$ cat config.mk
export PLATFORM = sky130hd
export DESIGN_NAME = fifo_write_arbiter_flat
export DESIGN_NICKNAME = d
export VERILOG_FILES = /design/src/rtl/fifo_write_arbiter_pkg.sv /design/src/rtl/fifo_write_arbiter_if.sv /design/src/rtl/fifo_write_arbiter_rr_pick.sv /design/src/rtl/fifo_write_arbiter.sv /design/src/flat_wrapper.sv
export SDC_FILE = /design/constraint.sdc
export NUM_CORES = 1
export LEC_CHECK = 0
export BUFFER_PORTS_ARGS = -buffer_cell sky130_fd_sc_hd__buf_2
export CORE_MARGIN = 2
export CORE_UTILIZATION = 30
export DETAILED_ROUTE_END_ITERATION = 12
export GPL_ROUTABILITY_DRIVEN = 0
export PLACE_DENSITY = 0.74
export SYNTH_ARGS = -nofsm -noshare
export SYNTH_HDL_FRONTEND = slang
export SYNTH_SLANG_ARGS = --single-unit
$ cat constraint.sdc
create_clock -name wclk -period 3.1 [get_ports wclk]
set_input_delay 0.31 -clock wclk [delete_from_list [all_inputs] [get_ports wclk]]
set_output_delay 0.31 -clock wclk [all_outputs]
set_load 0.03 [all_outputs]
$ cat src/rtl/fifo_write_arbiter_pkg.sv
// Shared types, defaults and helpers for the FIFO write-port arbiter.
// The optional burst mode is enabled with the FIFO_ARB_BURST_EN macro.
package fifo_write_arbiter_pkg;

  localparam int FIFO_WIDTH    = 32;
  localparam int DEF_NUM_REQ   = 4;
  localparam int DEF_MAX_BURST = 4;
  localparam int ARB_ID_W      = $clog2(DEF_NUM_REQ);

  typedef enum logic [1:0] {
    IDLE,
    GRANT,
    STALL
  } arb_state_e;

  // Successor of a requester index, wrapping n-1 -> 0.
  function automatic int wrap_inc(input int id, input int n);
    return (id + 1 >= n) ? 0 : id + 1;
  endfunction

endpackage

$ cat src/rtl/fifo_write_arbiter_if.sv
// Requester handshake, FIFO write port and grant status shared by the arbiter and its producers.
// NUM_REQ must match the NUM_REQ of the arbiter instance this bundle is connected to.
interface fifo_write_arbiter_if #(
  parameter int NUM_REQ = fifo_write_arbiter_pkg::DEF_NUM_REQ,
  parameter int DATA_W  = fifo_write_arbiter_pkg::FIFO_WIDTH
);
  localparam int ID_W = $clog2(NUM_REQ);

  logic [NUM_REQ-1:0]        req_valid;
  logic [NUM_REQ*DATA_W-1:0] req_data;
  logic [NUM_REQ-1:0]        req_ready;
  logic                      full;
  logic                      w_en;
  logic [DATA_W-1:0]         data_in;
  logic                      grant_valid;
  logic [ID_W-1:0]           grant_id;

  modport slave (
    input  req_valid, req_data, full,
    output req_ready, w_en, data_in, grant_valid, grant_id
  );

  modport master (
    output req_valid, req_data, full,
    input  req_ready, w_en, data_in, grant_valid, grant_id
  );
endinterface

$ cat src/rtl/fifo_write_arbiter_rr_pick.sv
// Combinational round-robin search: first valid requester at or after rr_ptr, wrapping.
module fifo_write_arbiter_rr_pick #(
  parameter int NUM_REQ = 4,
  parameter int ID_W    = $clog2(NUM_REQ)
) (
  input  logic [NUM_REQ-1:0] req_valid,
  input  logic [ID_W-1:0]    rr_ptr,
  output logic               found,
  output logic [ID_W-1:0]    pick_id
);

  logic [ID_W-1:0] idx;

  // NOTE: every output gets a default before the loop, so no path leaves it unassigned (no latch).
  always_comb begin
    found   = 1'b0;
    pick_id = '0;
    idx     = '0;
    // Scan from the far end so the candidate nearest rr_ptr is written last and wins.
    for (int i = NUM_REQ - 1; i >= 0; i--) begin
      idx = ID_W'((int'(rr_ptr) + i) % NUM_REQ);
      if (req_valid[idx]) begin
        found   = 1'b1;
        pick_id = idx;
      end
    end
  end

endmodule

$ cat src/rtl/fifo_write_arbiter.sv
// Round-robin arbiter sharing the FIFO write port among NUM_REQ valid/ready requesters (wclk domain).
// Define FIFO_ARB_BURST_EN to let an owner keep the grant for up to MAX_BURST words.
module fifo_write_arbiter
  import fifo_write_arbiter_pkg::*;
#(
  parameter int NUM_REQ = DEF_NUM_REQ
`ifdef FIFO_ARB_BURST_EN
  , parameter int MAX_BURST = DEF_MAX_BURST
`endif
) (
  input logic                 wclk,
  input logic                 wrst_n,
  fifo_write_arbiter_if.slave bus
);

  localparam int ID_W = $clog2(NUM_REQ);

  arb_state_e         state_q, state_d;
  logic [ID_W-1:0]    grant_id_q, grant_id_d;
  logic [ID_W-1:0]    rr_ptr_q, rr_ptr_d;
  logic [ID_W-1:0]    next_ptr, scan_ptr, pick_id;
  logic [NUM_REQ-1:0] owner_mask, scan_valid;
  logic [FIFO_WIDTH-1:0] data_sel;
  logic               pick_found, owner_valid, xfer, release_grant;

  assign owner_mask  = NUM_REQ'(1) << grant_id_q;
  assign owner_valid = |(bus.req_valid & owner_mask);
  assign xfer        = (state_q == GRANT) && owner_valid && !bus.full;
  assign next_ptr    = ID_W'(wrap_inc(int'(grant_id_q), NUM_REQ));

  // On release the outgoing owner is masked: its visible word was just consumed (or withdrawn).
  assign scan_ptr   = (state_q == IDLE) ? rr_ptr_q : next_ptr;
  assign scan_valid = (state_q == IDLE) ? bus.req_valid : (bus.req_valid & ~owner_mask);

  fifo_write_arbiter_rr_pick #(
    .NUM_REQ (NUM_REQ),
    .ID_W    (ID_W)
  ) u_rr_pick (
    .req_valid (scan_valid),
    .rr_ptr    (scan_ptr),
    .found     (pick_found),
    .pick_id   (pick_id)
  );

`ifdef FIFO_ARB_BURST_EN
  localparam int BURST_W = $clog2(MAX_BURST + 1);
  logic [BURST_W-1:0] burst_cnt_q, burst_cnt_d;
  logic               burst_last;
  assign burst_last = (burst_cnt_q == BURST_W'(MAX_BURST - 1));
`endif

  always_comb begin
    state_d       = state_q;
    grant_id_d    = grant_id_q;
    rr_ptr_d      = rr_ptr_q;
    release_grant = 1'b0;
`ifdef FIFO_ARB_BURST_EN
    burst_cnt_d   = burst_cnt_q;
`endif
    unique case (state_q)
      IDLE: begin
        if (pick_found) begin
          state_d    = GRANT;
          grant_id_d = pick_id;
        end
      end
      GRANT: begin
        // Full wins over everything else: the owner is never switched while the FIFO is full.
        if (bus.full) begin
          state_d = STALL;
        end else if (!owner_valid) begin
          release_grant = 1'b1;
        end else begin
`ifdef FIFO_ARB_BURST_EN
          burst_cnt_d   = burst_cnt_q + BURST_W'(1);
          release_grant = burst_last;
`else
          release_grant = 1'b1;
`endif
        end
      end
      STALL: begin
        if (!bus.full) state_d = GRANT;
      end
      default: state_d = IDLE;
    endcase

    if (release_grant) begin
      rr_ptr_d = next_ptr;
      state_d  = pick_found ? GRANT : IDLE;
      if (pick_found) grant_id_d = pick_id;
`ifdef FIFO_ARB_BURST_EN
      burst_cnt_d = '0;
`endif
    end
  end

  // NOTE: state registers use non-blocking assignments so every flop samples pre-edge values.
  always_ff @(posedge wclk or negedge wrst_n) begin
    if (!wrst_n) begin
      state_q     <= IDLE;
      grant_id_q  <= '0;
      rr_ptr_q    <= '0;
`ifdef FIFO_ARB_BURST_EN
      burst_cnt_q <= '0;
`endif
    end else begin
      state_q     <= state_d;
      grant_id_q  <= grant_id_d;
      rr_ptr_q    <= rr_ptr_d;
`ifdef FIFO_ARB_BURST_EN
      burst_cnt_q <= burst_cnt_d;
`endif
    end
  end

  always_comb begin
    data_sel = '0;
    for (int i = 0; i < NUM_REQ; i++) begin
      if (owner_mask[i]) data_sel = bus.req_data[i*FIFO_WIDTH +: FIFO_WIDTH];
    end
  end

  // Zero-latency datapath: the owner's word goes straight to the FIFO in its handshake cycle.
  assign bus.req_ready   = (state_q == GRANT && !bus.full) ? owner_mask : '0;
  assign bus.w_en        = xfer;
  assign bus.data_in     = xfer ? data_sel : '0;
  assign bus.grant_valid = (state_q != IDLE);
  assign bus.grant_id    = grant_id_q;

endmodule
$ cat src/flat_wrapper.sv
// flat-port wrapper written by rule: the top's interface ports become plain ports
module fifo_write_arbiter_flat import fifo_write_arbiter_pkg::*;
#(
  parameter int NUM_REQ = DEF_NUM_REQ

)
  (wclk, wrst_n, bus_req_valid, bus_req_data, bus_full, bus_req_ready, bus_w_en, bus_data_in, bus_grant_valid, bus_grant_id);
  fifo_write_arbiter_if #(.NUM_REQ(NUM_REQ)) bus_i ();
  input logic wclk;
  input logic wrst_n;
  input wire logic [$bits(bus_i.req_valid)-1:0] bus_req_valid;
  input wire logic [$bits(bus_i.req_data)-1:0] bus_req_data;
  input wire logic [$bits(bus_i.full)-1:0] bus_full;
  output wire logic [$bits(bus_i.req_ready)-1:0] bus_req_ready;
  output wire logic [$bits(bus_i.w_en)-1:0] bus_w_en;
  output wire logic [$bits(bus_i.data_in)-1:0] bus_data_in;
  output wire logic [$bits(bus_i.grant_valid)-1:0] bus_grant_valid;
  output wire logic [$bits(bus_i.grant_id)-1:0] bus_grant_id;
  assign bus_i.req_valid = bus_req_valid;
  assign bus_i.req_data = bus_req_data;
  assign bus_i.full = bus_full;
  assign bus_req_ready = bus_i.req_ready;
  assign bus_w_en = bus_i.w_en;
  assign bus_data_in = bus_i.data_in;
  assign bus_grant_valid = bus_i.grant_valid;
  assign bus_grant_id = bus_i.grant_id;
  fifo_write_arbiter #(.NUM_REQ(NUM_REQ)) u_core (.wclk(wclk), .wrst_n(wrst_n), .bus(bus_i));
endmodule
==> out/qor.csv, run 1 <==
stage,metric,value,unit
outcome,status,"complete, no violations",
critical_path,worst reg-to-reg path cell count,6,
floorplan,full die area,5886,µm²
logic_synthesis,Synth Warn #,0,
finish,nets@finish,551,
clocking,Max Buffers Root-to-Sink,2,
placement,port bufs,174,
clocking,setup bufs post-CTS,0,
finish,fillers,543,
clocking,CTS H-tree depth,1,
logic_synthesis,number of synthesized register bits,6,
sta,clock skew,0.001234,ns
clocking,CTS Hold Buffers Added,1,
flow_run,Max Cap Viol,0,
route,residual DRC count,0,
global_routing,number of global-route vias before repair,2280,
critical_path,CP Data Arrival Time,2.30,ns
floorplan,Die W,76.72,µm
clocking,cts repair resizes,0,
finish,synth-to-layout area growth,61.28,%
critical_path,crit end category,output port,
clocking,TritonCTS Buffers,3,
logic_synthesis,Synth Area in Compound Gates,0.3565,
sta,Final WS setup,0.4872,ns
logic_synthesis,Mean Syn Cell Area,6.346,µm²
logic_synthesis,register area share after synthesis,0.09464,
route,Iteration-0 DRC Markers,104,
critical_path,r2r endpoint,u_core.bus.grant_id[1]$_DFF_PN0_,
finish,Multi-input gate area,1324,µm²
logic_synthesis,Simple-Gate Fraction of Synth Area,0.3856,
clocking,CTS root buffer,clkbuf_8,
logic_synthesis,Synth Cell Area,1587,µm²
power,total power,2.337,mW
sta,worst-margin pin slew,0.5079,ns
clocking,CTS tree,yes,
critical_path,RR Startpoint,u_core.bus.grant_id[0]$_DFF_PN0_,
logic_synthesis,combinational family with the most area after synthesis,simple AND/OR/NAND/NOR gates,
logic_synthesis,Mapped Cells,250,
critical_path,worst reg-to-reg setup slack,0.91,ns
global_routing,all-layer global routing usage,0.2132,
power,Max rail drop VDD,0.5786,mV
placement,Placement Setup Slack,0.7161,ns
global_routing,first-pass GRT wire length,10.58,mm
logic_synthesis,Synth Area in Adders,0.03155,
min_path,Hold EP,u_core.state_q[1]$_DFFE_PN0P_,
min_path,hold depth,2,
route,Total Routed Length,6.808,mm
floorplan,Die Y-Extent,76.72,µm
route,post-route antenna net violation count,0,
floorplan,I/O pins,175,
logic_synthesis,Post-Synth XOR/XNOR Area,0.005521,
critical_path,Slowest cell on crit path,ha_2,
finish,Final Util,0.5010,
critical_path,WP data required,2.79,ns
logic_synthesis,Unique masters post-synth,32,
finish,antenna cell count,0,
route,vias per cell,5.117,
sta,setup TNS,0,ns
clocking,"Clk pin slew, worst setup/hold paths",0.03,ns
floorplan,Core Box Area,5107,µm²
sta,Final period util,0.8428,
clocking,clock sinks,6,
sta,Slew Limit Fails,0,
floorplan,FP Rows,26,
placement,DP HPWL,5.375,mm
route,wire length per cell,14.18,µm
critical_path,crit path cell chain,inv_1 > ha_2 > buf_4 > a221oi_1 > nor3_1 > a21oi_1 > nor2_1 > buf_2,
clocking,worst skew pair latency,0.22,ns
global_routing,initial antenna violation count,0,
min_path,Hold Crit Class,input port to flip-flop,
min_path,hold wc startpoint,bus_full,
critical_path,CP Max Fanout,35,
global_routing,largest net degree at the start of global routing,37,
logic_synthesis,mux cell area share after synthesis,0.04811,
sta,final hold vios,0,
floorplan,initial core utilization,0.3106,
critical_path,crit path kind,flip-flop to output port,
global_routing,total grt overflow,0,
sta,min Tclk post-route,2.613,ns
power,leakage dissipation,1.327,nW
logic_synthesis,Syn Nets,389,
route,via count,2456,
sta,normalized max-slew margin,0.6614,
sta,RSZ-0062 raised after global routing,false,
power,power density over the cells,913.2,nW/µm²
sta,setup violators final,0,
finish,layout cells sized above 1,0.4780,
route,TritonRoute pass-1 iters,6,
critical_path,startpoint types,flip-flop,
finish,Register Area,150.1,µm²
critical_path,Worst path max stage delay,0.52,ns
sta,FMAX,382.7,MHz
sequential cells by signal, indices dropped and copies added, names as in the netlist:
signal	count
u_core.rr_ptr_q	2
u_core.state_q	2
u_core.bus.grant_id	2
critical path, delay by kind of cell (launching register included):
kind	cells	cell delay [ns]
flip-flops	1	0.41
AO/OA/AOI/OAI	2	0.14
AND/OR/NAND/NOR	2	0.30
adder cells (fa/ha/maj)	1	0.52
buffers and inverters	3	0.71
layer usage:
metal	track usage	vias to the layer above	wire length (µm)
met5	0	-	0
met4	0.02909	0	12
met3	0.02235	2	422
met2	0.4053	102	3617
met1	0.2620	1097	2755
li1	-	1255	-
cell families (layout without fill, tap and decap cells):
| kind of cell | Yosys count | count (layout) |
|---|---|---|
| buf+inv | 30 | 190 |
| mux | 7 | 7 |
| compound gates | 83 | 83 |
| xor+xnor | 1 | 1 |
| fa+ha+maj | 4 | 4 |
| flops | 6 | 6 |
| simple gates | 119 | 119 |
cell type report:
class	instances	share of cell area
timing repair buffer	183	0.3677
multi-input combinational	214	0.5174
clock buffer	3	0.01614
inverter	4	0.005868
sequential	6	0.05868
tap	70	0.03423
power breakdown:
| group | internal, mW | total, mW | switching, mW |
|---|---|---|---|
| clock network | 0.0830 | 0.112 | 0.0292 |
| registers | 0.119 | 0.182 | 0.0631 |
| logic | 0.830 | 2.04 | 1.21 |
| total | 1.03 | 2.34 | 1.30 |
cells in the mapped netlist, drive strengths merged:
master | number | area, µm²
inv | 4 | 15.01
a22o | 2 | 17.52
a221oi | 32 | 280.3
mux2 | 5 | 56.30
nor2b | 33 | 206.5
a41o | 1 | 10.01
ha | 4 | 50.05
nor3 | 33 | 165.2
nand2 | 6 | 22.52
dfrtp | 6 | 150.1
nor2 | 38 | 150.1
buf | 4 | 26.27
mux2i | 2 | 20.02
xor2 | 1 | 8.760
a21o | 1 | 7.510
nand4 | 1 | 6.260
a22oi | 1 | 7.510
a31oi | 1 | 6.260
a222oi | 1 | 10.01
o21a | 1 | 7.510
and2 | 6 | 37.54
clkbuf | 22 | 82.58
nor3b | 1 | 18.77
o21ai | 9 | 45.04
a21oi | 33 | 165.2
nand3 | 1 | 5.000
o311ai | 1 | 8.760
worst max path at each step:
stage | startpoint | to | slack [ns] | cells past startpoint
finish | u_core.bus.grant_id[0]$_DFF_PN0_ | bus_data_in[5] | 0.49 | 8
global route | u_core.bus.grant_id[0]$_DFF_PN0_ | bus_data_in[2] | 0.23 | 8
CTS | u_core.bus.grant_id[0]$_DFF_PN0_ | bus_data_in[5] | 0.47 | 8
global placement | u_core.bus.grant_id[0]$_DFF_PN0_ | bus_data_in[5] | 0.76 | 8
detailed placement | u_core.bus.grant_id[0]$_DFF_PN0_ | bus_data_in[5] | 0.72 | 8
floorplan | u_core.bus.grant_id[1]$_DFF_PN0_ | bus_data_in[10] | 0.65 | 10
layout by cell type (no fill, tap or decap), types with 2 or more instances in the layout:
master,netlist,final
nor2_1,37,37
buf_4,0,8
mux2_2,4,4
a22o_1,2,2
and2_1,6,6
nand2_1,6,6
a21oi_1,33,33
nor2b_1,33,32
buf_2,3,174
o21ai_0,7,7
ha_2,0,2
nor3_1,33,33
inv_1,3,3
ha_1,4,2
a221oi_1,32,32
dfrtp_1,6,6
mux2i_1,2,2
clkbuf_8,0,3
stage by stage:
stage / hold slack, ns / area (µm²) / cells
2_1_floorplan: 0.01441 / 1587 / 250
3_3_place_gp: 0.1376 / 2507 / 476
3_5_place_dp: 0.1365 / 2507 / 476
4_1_cts: 0.3920 / 2559 / 480
5_1_grt: 0.4090 / 2559 / 480
6_report: 0.4056 / 2559 / 480
(Power assumes the default switching activity.)
==> inputs of run 2 (changes only) <==
ABC_AREA = 1   (was default)
PLACE_DENSITY = 0.73   (was 0.74)
clock period = 2.35 ns   (was 3.1 ns; I/O delays follow)
==> run 2 against run 1 <==
Effect of this change: clock-buffer cell count unchanged; die area up 14%; first-iteration DRC count up 3.8%; sequential share of layout area down 0.76 points; sequential power up 16%; register-to-register slack worse by 0.63 ns; global-route usage down 0.10 points; clock power up 34%; clock skew about the same; cell area up 17%; core utilization up 0.67 points; critical path type unchanged; largest cell class unchanged.
==> out/qor.csv, run 2 <==
stage,metric,value,unit,change
outcome,status,"complete, no violations",,unchanged
critical_path,crit end category,output port,,unchanged
finish,"most common cell after layout, fill and taps aside",buf_2,,unchanged
power,leakage dissipation,1.604,nW,was 1.327 nW
logic_synthesis,Mapped Cells,351,,was 250
global_routing,initial antenna violation count,0,,unchanged
logic_synthesis,Mean Syn Cell Area,5.197,µm²,was 6.346 µm²
flow_run,Max Cap Viol,0,,unchanged
critical_path,CP Max Fanout,15,,was 35
global_routing,total grt overflow,0,,unchanged
logic_synthesis,asr flop ratio synth,1.000,,unchanged
route,vias per cell,5.167,,was 5.117
finish,Multi-input gate area,1506,µm²,was 1324 µm²
power,total power,4.162,mW,was 2.337 mW
sta,final hold vios,0,,unchanged
logic_synthesis,Yosys top cell by area,a21oi_1,,was a221oi_1
sta,Final WS setup,0.1171,ns,was 0.4872 ns
placement,Placement Setup Slack,0.2244,ns,was 0.7161 ns
global_routing,largest net degree at the start of global routing,41,,was 37
finish,Final Util,0.5077,,was 0.5010
global_routing,first-pass GRT wire length,11.38,mm,was 10.58 mm
floorplan,Core Box Area,5886,µm²,was 5107 µm²
logic_synthesis,register area share after synthesis,0.08230,,was 0.09464
floorplan,Die W,81.98,µm,was 76.72 µm
clocking,CTS tree,yes,,unchanged
floorplan,initial core utilization,0.3099,,was 0.3106
sta,clock skew,0.0007392,ns,was 0.001234 ns
logic_synthesis,Synth Warn #,0,,unchanged
route,TritonRoute pass-1 iters,5,,was 6
placement,DP HPWL,6.265,mm,was 5.375 mm
power,Max rail drop VDD,0.8807,mV,was 0.5786 mV
placement,port bufs,174,,unchanged
critical_path,WP data required,2.12,ns,was 2.79 ns
floorplan,I/O pins,175,,unchanged
critical_path,startpoint types,flip-flop,,unchanged
floorplan,Die Y-Extent,81.98,µm,was 76.72 µm
finish,most frequent cells in the layout,"154 x buf_2, 68 x a21oi_1, 67 x nor2_1, 44 x nand2_1, 35 x o21ai_0",,"was 174 x buf_2, 37 x nor2_1, 33 x nor3_1, 33 x a21oi_1"
critical_path,crit path kind,flip-flop to output port,,unchanged
route,residual DRC count,0,,unchanged
clocking,Max Buffers Root-to-Sink,2,,unchanged
sta,normalized max-slew margin,0.7535,,was 0.6614
sta,min Tclk post-route,2.233,ns,
clocking,CTS root buffer,clkbuf_8,,unchanged
logic_synthesis,number of synthesized register bits,6,,unchanged
route,Iteration-0 DRC Markers,108,,was 104
sta,FMAX,447.8,MHz,
logic_synthesis,share of the synthesized area in the top cell type,0.1866,,was 0.1767
logic_synthesis,Syn Nets,490,,was 389
route,post-route antenna net violation count,0,,unchanged
critical_path,CP Data Arrival Time,2.00,ns,was 2.30 ns
sta,Final period util,0.9502,,
global_routing,all-layer global routing usage,0.2122,,was 0.2132
min_path,hold wc startpoint,bus_full,,unchanged
sta,worst-margin pin slew,0.3660,ns,was 0.5079 ns
logic_synthesis,synth cell count leaders,"78 x nor2_1, 68 x a21oi_1, 45 x nand2_1, 39 x o21ai_0, 32 x o31ai_1",,"was 37 x nor2_1, 33 x a21oi_1, 33 x nor2b_1, 33 x nor3_1, 32 x a221oi_1"
logic_synthesis,main area contributors after synthesis,"a21oi_1 19%, nor2_1 16%, o31ai_1 13%",,"was a221oi_1 18%, nor2b_1 13%, a21oi_1 10%"
finish,antenna cell count,0,,unchanged
finish,synth-to-layout area growth,63.79,%,was 61.28%
route,wire length per cell,13.47,µm,was 14.18 µm
sta,setup violators final,0,,unchanged
route,Total Routed Length,7.974,mm,was 6.808 mm
min_path,Hold Crit Class,input port to flip-flop,,unchanged
critical_path,start point of the critical path,u_core.bus.grant_id[0]$_DFF_PN0_,,unchanged
power,power density over the cells,1393,nW/µm²,was 913.2 nW/µm²
finish,nets@finish,658,,was 551
global_routing,number of global-route vias before repair,2645,,was 2280
sta,Min Hold Slack,0.2351,ns,was 0.4056 ns
logic_synthesis,most frequent cell after synthesis,nor2_1,,unchanged
logic_synthesis,Synth Flop Type,dfrtp_1,,unchanged
critical_path,RR Startpoint,u_core.bus.grant_id[1]$_DFF_PN0_,,was u_core.bus.grant_id[0]$_DFF_PN0_
finish,Register Area,152.6,µm²,was 150.1 µm²
logic_synthesis,Unique masters post-synth,22,,was 32
finish,fillers,611,,was 543
clocking,clock sinks,6,,unchanged
finish,layout cells sized above 1,0.4429,,was 0.4780
sta,RSZ-0062 raised after global routing,false,,unchanged
logic_synthesis,number of enable flip-flop cells after synthesis,0,,unchanged
sta,Slew Limit Fails,0,,unchanged
clocking,CTS H-tree depth,1,,unchanged
floorplan,FP Rows,28,,was 26
clocking,TritonCTS Buffers,3,,unchanged
clocking,worst skew pair latency,0.22,ns,about the same
logic_synthesis,Synth Cell Area,1824,µm²,was 1587 µm²
floorplan,full die area,6721,µm²,was 5886 µm²
clocking,"Clk pin slew, worst setup/hold paths",0.03,ns,about the same
route,via count,3059,,was 2456
[run 2: layer usage]
layer  wire, µm  vias to the layer above  global-route usage
met3        625                        6             0.02418
li1           -                     1530                   -
met4         47                        0             0.05167
met2       4180                      139              0.4033
met5          0                        -                   0
met1       3121                     1384              0.2500
[run 2: cell families after synthesis]
family	Yosys count	share of synthesized area
AO/OA/AOI/OAI	143	0.4431
adder cells (fa/ha/maj)	4	0.02744
buffers and inverters	51	0.1152
flip-flops	6	0.08230
AND/OR/NAND/NOR	147	0.3320
[run 2: power breakdown]
group          internal [mW]  switching, mW
sequential             0.163         0.0494
combinational           1.38           2.42
clock                  0.110         0.0404
[run 2: path summary, 6_finish.rpt]
| path | to | slack, ns | cells after the start |
|---|---|---|---|
| worst max-delay path | bus_data_in[22] | 0.12 | 8 |
| worst min register to register | u_core.rr_ptr_q[1]$_DFFE_PN0P_ | 0.58 | 2 |
| min in group asynchronous | u_core.state_q[0]$_DFFE_PN0P_ | 0.36 | 2 |
| max in group asynchronous | u_core.bus.grant_id[0]$_DFF_PN0_ | 1.84 | 2 |
| worst max register to register | u_core.bus.grant_id[0]$_DFF_PN0_ | 0.28 | 14 |
| worst min-delay path | u_core.state_q[0]$_DFFE_PN0P_ | 0.24 | 2 |
[run 2: what timing repair did]
| action | CTS | global route |
|---|---|---|
| hold endpoints to repair | 6 | 0 |
| endpoints found under the setup margin | 2 | 33 |
| buffers inserted | 0 | 2 |
| resized for setup | 2 | 54 |
| pin swaps | 0 | 1 |
| hold buffers | 1 | 0 |
[run 2: area by class of cell]
cell class | count | area share
clock buffers | 3 | 0.01382
inverters | 23 | 0.02931
multi-input cells | 294 | 0.5042
flip-flops and latches | 6 | 0.05109
well taps | 75 | 0.03141
repair buffers | 191 | 0.3702
[run 2: metrics by stage]
stage               cells  cell area (µm²)  setup TNS (ns)
floorplan             351             1849               0
CTS                   590             2870       -0.005199
global route          592             2988               0
finish                592             2988               0
global placement      586             2811               0
detailed placement    586             2811               0
[run 2: worst max-delay path, cell delays in order, from the launching register on]
cell	delay, ns
dfrtp_2	0.44
inv_1	0.13
ha_2	0.24
buf_6	0.19
a21oi_1	0.08
o31ai_1	0.18
o21ai_0	0.19
nor2_2	0.16
buf_4	0.16
==> inputs of run 3 (changes only) <==
CORE_UTILIZATION = 34   (was 30)
PLACE_DENSITY = 0.81   (was 0.73)
==> run 3 against run 2 <==
Effect of this change: via count shrank 1.6%; maximum frequency up 2.1%; die area decreased by 11%; clock skew increased by 0.0023 ns; clock-buffer cell count did not move; cell area fell by 3.2%; hold slack worse by 0.0078 ns; clock power grew 3%; global-route usage up 2.9 points; combinational power down 4%; core utilization increased by 5.5 points; critical path type unchanged.
==> out/qor.csv, run 3 (same netlist as run 2, synthesis figures left out) <==
stage,metric,value,unit,change
outcome,status,"complete, no violations",,unchanged
sta,FMAX,457.3,MHz,was 447.8 MHz
power,power density over the cells,1389,nW/µm²,was 1393 nW/µm²
sta,normalized max-slew margin,0.7907,,was 0.7535
placement,Placement Setup Slack,0.2743,ns,was 0.2244 ns
critical_path,startpoint types,flip-flop,,unchanged
critical_path,CP Max Fanout,12,,was 15
floorplan,Core Box Area,5140,µm²,was 5886 µm²
critical_path,crit end category,output port,,unchanged
sta,worst-margin pin slew,0.3139,ns,was 0.3660 ns
finish,Multi-input gate area,1494,µm²,was 1506 µm²
floorplan,full die area,5968,µm²,was 6721 µm²
placement,Placed Area,2793,µm²,was 2811 µm²
power,Max rail drop VDD,0.9609,mV,was 0.8807 mV
route,Total Routed Length,7.700,mm,was 7.974 mm
clocking,CTS tree,yes,,unchanged
power,Clk pwr share,0.038,,was 0.036
power,part of the power in registers,0.051,,about the same
route,vias per cell,5.137,,was 5.167
route,met1 wire length,3.216,mm,was 3.121 mm
sta,min Tclk post-route,2.187,ns,was 2.233 ns
global_routing,total grt overflow,0,,unchanged
critical_path,CP Data Arrival Time,1.95,ns,was 2.00 ns
route,top sig layer,met4,,unchanged
route,via count,3010,,was 3059
min_path,Hold Crit Class,input port to flip-flop,,unchanged
route,wire length per cell,13.14,µm,was 13.47 µm
finish,most frequent cells in the layout,"171 x buf_2, 68 x nor2_1, 68 x a21oi_1, 45 x nand2_1, 39 x o21ai_0",,"was 154 x buf_2, 68 x a21oi_1, 67 x nor2_1, 44 x nand2_1, 35 x o21ai_0"
flow_run,Max Cap Viol,0,,unchanged
critical_path,WP data required,2.12,ns,about the same
clocking,Max Buffers Root-to-Sink,2,,unchanged
global_routing,all-layer global routing usage,0.2407,,was 0.2122
route,Detail Route met3 WL,608,µm,was 625 µm
floorplan,FP Rows,26,,was 28
sta,final hold vios,0,,unchanged
sta,Final period util,0.9306,,was 0.9502
finish,Final Util,0.5628,,was 0.5077
clocking,CTS H-tree depth,1,,unchanged
sta,RSZ-0062 raised after global routing,false,,unchanged
global_routing,initial antenna violation count,0,,unchanged
floorplan,Die Y-Extent,77.25,µm,was 81.98 µm
power,Net Sw Frac,0.6088,,was 0.6036
power,net switching power,2.446,mW,was 2.512 mW
power,Internal Power,1.571,mW,was 1.650 mW
route,post-route antenna net violation count,0,,unchanged
floorplan,initial core utilization,0.3549,,was 0.3099
placement,port bufs,174,,unchanged
sta,setup TNS,0,ns,unchanged
global_routing,number of global-route vias before repair,2799,,was 2645
route,Iteration-0 DRC Markers,143,,was 108
clocking,CTS root buffer,clkbuf_8,,unchanged
route,TritonRoute pass-1 iters,4,,was 5
sta,clock skew,0.003032,ns,was 0.0007392 ns
clocking,clock sinks,6,,unchanged
sta,setup violators final,0,,unchanged
clocking,"Clk pin slew, worst setup/hold paths",0.04,ns,was 0.03 ns
finish,"most common cell after layout, fill and taps aside",buf_2,,unchanged
global_routing,largest net degree at the start of global routing,37,,was 41
route,residual DRC count,0,,unchanged
power,total power,4.017,mW,was 4.162 mW
power,leakage dissipation,1.595,nW,was 1.604 nW
finish,synth-to-layout area growth,58.57,%,was 63.79%
clocking,TritonCTS Buffers,3,,unchanged
finish,fillers,550,,was 611
power,Logic pwr share,0.910,,was 0.913
finish,antenna cell count,0,,unchanged
sta,Slew Limit Fails,0,,unchanged
critical_path,crit path kind,flip-flop to output port,,unchanged
finish,Register Area,151.4,µm²,was 152.6 µm²
global_routing,first-pass GRT wire length,12.23,mm,was 11.38 mm
route,metal2 WL,3.833,mm,was 4.180 mm
floorplan,I/O pins,175,,unchanged
floorplan,Die W,77.25,µm,was 81.98 µm
sta,Final WS setup,0.1632,ns,was 0.1171 ns
clocking,worst skew pair latency,0.22,ns,about the same
finish,layout cells sized above 1,0.4341,,was 0.4429
finish,nets@finish,657,,was 658
finish,fin area,2893,µm²,was 2988 µm²
placement,DP HPWL,6.079,mm,was 6.265 mm
==> run 3: path summary, 6_finish.rpt <==
check,cells past startpoint,startpoint,slack [ns],endpoint
worst max-delay path,9,u_core.bus.grant_id[0]$_DFF_PN0_,0.16,bus_data_in[0]
worst min-delay path,2,bus_full,0.23,u_core.state_q[0]$_DFFE_PN0P_
worst max register to register,13,u_core.bus.grant_id[1]$_DFF_PN0_,0.29,u_core.bus.grant_id[1]$_DFF_PN0_
worst min register to register,2,u_core.bus.grant_id[1]$_DFF_PN0_,0.55,u_core.bus.grant_id[1]$_DFF_PN0_
max in group asynchronous,2,wrst_n,1.82,u_core.bus.grant_id[0]$_DFF_PN0_
min in group asynchronous,2,wrst_n,0.38,u_core.bus.grant_id[1]$_DFF_PN0_
==> run 3: final cells by class <==
| class | instances | share of cell area |
|---|---|---|
| inverters | 23 | 0.03028 |
| clock buffers | 3 | 0.01427 |
| flip-flops and latches | 6 | 0.05234 |
| repair buffers | 190 | 0.3564 |
| well taps | 70 | 0.03028 |
| multi-input cells | 294 | 0.5164 |
==> run 3: power groups by stage <==
stage / clock [mW] / sequential (mW) / combinational [mW]
2_1_floorplan: 0 / 0.231 / 2.69
3_3_place_gp: 0 / 0.202 / 3.46
3_5_place_dp: 0 / 0.209 / 3.54
4_1_cts: 0.155 / 0.207 / 3.56
5_1_grt: 0.160 / 0.216 / 4.11
6_report: 0.154 / 0.206 / 3.66
==> run 3: critical path, stage by stage (launching register included) <==
cell and delay [ns]:
dfrtp_2 0.43, inv_1 0.11, ha_2 0.23, inv_1 0.08, o22ai_1 0.13, a221o_1 0.12
nand2_1 0.08, buf_4 0.20, nor2_1 0.15, buf_4 0.19
==> run 3: repair_timing <==
item	4_1_cts	5_1_grt
hold endpoints to repair	6	0
setup buffers	0	1
hold buffers	1	0
gates resized for setup	0	15
endpoints found under the setup margin	0	29
==> run 3: per-stage QoR <==
step	std cells	hold slack [ns]
after floorplan	351	-0.06059
after global placement	581	0.06208
after detailed placement	581	0.06590
after CTS	585	0.2297
after global routing	586	0.2620
final	586	0.2273
==> run 3: layer usage <==
layer,up-vias,global-route usage
met5,-,0
met4,0,0.04643
met3,4,0.04118
met2,130,0.4443
met1,1348,0.2909
li1,1528,-
